### src/rtl/fifo_fwft.sv
// First-word-fall-through FIFO: a DEPTH x WIDTH RAM read asynchronously at the
// read pointer, so the head entry is always visible on data_o. Pointers carry
// one extra wrap bit to tell full from empty. All outputs are decoded from the
// registered pointers and the RAM; push_i/pop_i never reach an output directly.
// DEPTH must be a power of two >= 2.
module fifo_fwft #(
    parameter int WIDTH = 32,
    parameter int DEPTH = 2
) (
    input  logic                     clk_push_i,
    input  logic                     clk_pop_i,
    input  logic                     rst_i,
    input  logic                     push_i,
    input  logic [WIDTH-1:0]         data_i,
    output logic                     full_o,
    input  logic                     pop_i,
    output logic [WIDTH-1:0]         data_o,
    output logic                     empty_o,
    output logic [$clog2(DEPTH):0]   usage_o
);

    localparam int AW = $clog2(DEPTH);
    localparam int PW = AW + 1;

    // clk_pop_i shares the net with clk_push_i; it is kept only so the port
    // list matches the dual-clock variant and drives nothing.
    logic unused_clk_pop;
    assign unused_clk_pop = clk_pop_i;

    logic [WIDTH-1:0] mem [DEPTH];
    logic [PW-1:0]    wrptr = '0;
    logic [PW-1:0]    rdptr = '0;

    logic push_ok;
    logic pop_ok;

    // Status decode from pointers only.
    always_comb begin
        usage_o = wrptr - rdptr;
        empty_o = (wrptr == rdptr);
        full_o  = (wrptr[AW-1:0] == rdptr[AW-1:0]) && (wrptr[AW] != rdptr[AW]);
        data_o  = mem[rdptr[AW-1:0]];
    end

    // Accept logic: a pop frees the slot a simultaneous push needs when full.
    always_comb begin
        pop_ok  = pop_i && !empty_o;
        push_ok = push_i && (!full_o || pop_ok);
    end

    // Pointer registers; reset wins over any push/pop in the same cycle.
    always_ff @(posedge clk_push_i) begin
        if (rst_i) begin
            wrptr <= '0;
            rdptr <= '0;
        end else begin
            if (push_ok) wrptr <= wrptr + 1'b1;
            if (pop_ok)  rdptr <= rdptr + 1'b1;
        end
    end

    // RAM write port; contents survive reset, but a push during reset is dropped.
    always_ff @(posedge clk_push_i) begin
        if (push_ok && !rst_i) mem[wrptr[AW-1:0]] <= data_i;
    end

endmodule

### config.mk
export PLATFORM = sky130hd
export DESIGN_NAME = fifo_fwft
export DESIGN_NICKNAME = d
export VERILOG_FILES = /design/src/rtl/fifo_fwft.sv
export SDC_FILE = /design/constraint.sdc
export NUM_CORES = 1
export LEC_CHECK = 0
export BUFFER_PORTS_ARGS = -buffer_cell sky130_fd_sc_hd__buf_4
export CAP_MARGIN = 10
export CORE_AREA = 2 2 80 82
export CTS_CLUSTER_SIZE = 24
export DETAILED_ROUTE_END_ITERATION = 8
export DIE_AREA = 0 0 82 84
export PLACE_DENSITY_LB_ADDON = 0.25
export SYNTH_ARGS = -nofsm -noshare
export SYNTH_HDL_FRONTEND = slang
export SYNTH_SLANG_ARGS = --single-unit
export TNS_END_PERCENT = 1
### constraint.sdc
create_clock -name clk_push_i -period 3.5 [get_ports clk_push_i]
set_input_delay 0.525 -clock clk_push_i [delete_from_list [all_inputs] [get_ports clk_push_i]]
set_output_delay 0.525 -clock clk_push_i [all_outputs]
set_load 0.02 [all_outputs]
==> flow_summary.json <==
{
  "worstSetupStartpointType": "flip-flop",
  "grt_pass1_wl_um": 6990,
  "hpwlAfterDp_um": 2950,
  "place_area_mm2": 0.00330,
  "synth_top_cell_area_share_pct": 72.9,
  "postSynthCellCount": 140,
  "insertedDiodeCount": 0,
  "wl_met2_um": 2270,
  "critPathArrivalTime_ns": 1.74,
  "start_util_pct": 43.2,
  "hold_buffers": 0,
  "fin_crit_sh_pct": 64.6,
  "wl_per_cell_um": 14.5,
  "wl_met3_um": 317,
  "grt_pass1_vias": 1560,
  "routed_via_density": 4.88,
  "critPathMaxFanout": 27,
  "ys_seq_area_share_pct": 76.7,
  "pin_count": 73,
  "fin_skew_ns": 0.0105,
  "area.sequential_mm2": 0.00202,
  "finalHoldViolCount": 0,
  "max_stage_delay_ns": 0.46,
  "cts_tree": "done",
  "crit_chain": "buf_4 > mux2_2 > buf_4",
  "htreeDepth": 3,
  "vias": 1473,
  "yosysTopAreaCell": "edfxtp_1",
  "setup_viol": 0,
  "clkSlewWorstSetupHoldPaths_ns": 0.07,
  "m1WireLength_um": 1700,
  "die_y_um": 84,
  "max_freq_mhz": 442,
  "drtPass1Iterations": 4,
  "hp-start": "data_i[21]",
  "highest-signal-layer": "met4",
  "design_area_mm2": 0.00348,
  "cts_resized": 0,
  "worstMarginPinSlew_ns": 0.677,
  "clk-insertion-delay-late_ns": 0.33,
  "fin_setup_tns_ns": 0,
  "synth.most_common_cell": "edfxtp_1",
  "pre_cts_ws_ns": 1.24,
  "ctsLongestPathBuffers": 2,
  "power.density_mw_per_mm2": 620,
  "p_leak_nw": 1.31,
  "fin_ws_ns": 1.24,
  "antenna_found_initial": 0,
  "timing.final.max_slew_violations": 0,
  "ant_nets": 0,
  "critical_path_class": "flip-flop to primary output",
  "syn-num-nets": 178,
  "fp.dieArea_mm2": 0.00689,
  "cpMostUsedCell": "buf_4",
  "grt_usage_pct": 14.0,
  "vdd_drop_max_mv": 0.314,
  "period_needed_ns": 2.26,
  "r2r_slack_ns": 1.29,
  "reg2reg_depth": 6,
  "postCtsSetupBuffers": 0,
  "synth_top_cells_by_count": "edfxtp_1, mux2_2, mux2_1",
  "yosysWarnings": 0,
  "drive_gt1_share_pct": 50.7,
  "rr_endpoint": "mem[1][24]",
  "finalNetCount": 258,
  "gp_congestion": 0.716,
  "synth_edf_count": 64,
  "grt_overflow_total": 0,
  "slew-limit-headroom_pct": 54.7,
  "synth-main-ff-cell": "edfxtp_1",
  "grt_max_degree": 28,
  "r2r_start": "wrptr[0]",
  "cts_buffers": 9,
  "portBuffers": 71,
  "hold_class": "primary input to flip-flop",
  "cp_slowest_cell": "dfxtp_1",
  "synth.distinct_cells": 26,
  "syn-cell-area_mm2": 0.00264,
  "crit_path_end_kind": "primary output",
  "rsz0062_at_grt": "false",
  "synth_seq_cells": 69,
  "multiInputGateArea_um2": 594,
  "clkSinkCount": 69,
  "syn_to_final_growth_pct": 32.0,
  "worstPathRequired_ns": 2.97,
  "core_area_mm2": 0.00610,
  "hold_depth": 1,
  "cap_violations": 0,
  "syn_avg_cell_area_um2": 18.8,
  "drc": 0,
  "fp-row-count": 29,
  "status": "finished clean",
  "whs_endpoint": "mem[1][21]",
  "async_reset_ff_share_pct": 0,
  "n_fill_cell": 485,
  "cts_root_buffer": "clkbuf_8",
  "ys_top_cells_by_area": "edfxtp_1, mux2_2, mux2_1",
  "drt-initial-drc-count": 82,
  "die_x_um": 82,
  "drt-total-wl_um": 4380
}
## logic make-up (layout without fill, tap and decap cells)
| group | after synthesis | after routing | share of synthesized area [%] |
|---|---|---|---|
| compound gates | 5 | 5 | 1.47 |
| xor+xnor | 2 | 2 | 0.950 |
| fa+ha+maj | 1 | 1 | 0.475 |
| buf+inv | 9 | 94 | 1.42 |
| flops | 69 | 69 | 76.7 |
| mux | 36 | 36 | 15.3 |
| simple gates | 18 | 18 | 3.61 |
## report_power, final
group / internal, mW / switching (mW) / total (mW)
logic: 0.270 / 0.301 / 0.571
clock network: 0.325 / 0.268 / 0.593
registers: 0.965 / 0.0256 / 0.991
total: 1.56 / 0.595 / 2.15
## registers in the layout, summed over array words and instances, names as in the netlist, named ones only
register / count
mem: 64
rdptr: 2
wrptr: 2
## metrics by stage
step / hold slack (ns) / util [%] / std cells / power (mW)
finish: 0.376 / 57.1 / 302 / 2.15
global route: 0.344 / 57.1 / 302 / 2.27
CTS: 0.355 / 57.1 / 302 / 2.19
detailed placement: 0.536 / 54.1 / 286 / 1.59
global placement: 0.532 / 54.1 / 286 / 1.58
floorplan: 0.503 / - / 140 / 1.36
## area by class of cell
| class | count | area share, % |
|---|---|---|
| clock buffers | 11 | 3.78 |
| clock inverters | 5 | 1.47 |
| inverters | 4 | 0.432 |
| multi-input cells | 62 | 17.1 |
| flip-flops and latches | 69 | 58.1 |
| well taps | 77 | 2.77 |
| repair buffers | 74 | 16.3 |
## worst max path at each step
stage	start	endpoint	cells past startpoint
final	flip-flop	data_o[27]	3
after global routing	flip-flop	data_o[30]	3
after CTS	flip-flop	data_o[7]	3
after detailed placement	wrptr[0]	mem[1][21]	6
after global placement	wrptr[0]	mem[1][21]	6
after floorplan	wrptr[0]	mem[0][0]	5
## critical path, delay by kind of cell (launching register included)
kind	cells	cell delay [ns]
buffers and inverters	2	0.56
flip-flops	1	0.46
multiplexers	1	0.38
## routing by layer
metal | vias up | GRT usage, %
met5 | - | 0
met2 | 43 | 24.0
met4 | 0 | 5.61
met3 | 9 | 6.82
met1 | 725 | 14.2
li1 | 696 | -
## cell usage in the layout (no fill, tap or decap), drive strengths merged, types with 2 or more instances in the layout
cell,n
mux2,35
edfxtp,64
xnor2,2
nor2b,2
nand2,2
buf,74
clkinv,4
clkbuf,11
nor2,6
inv,4
dfxtp,5
nand2b,2
Note: power is estimated with default switching activity, not from simulation.
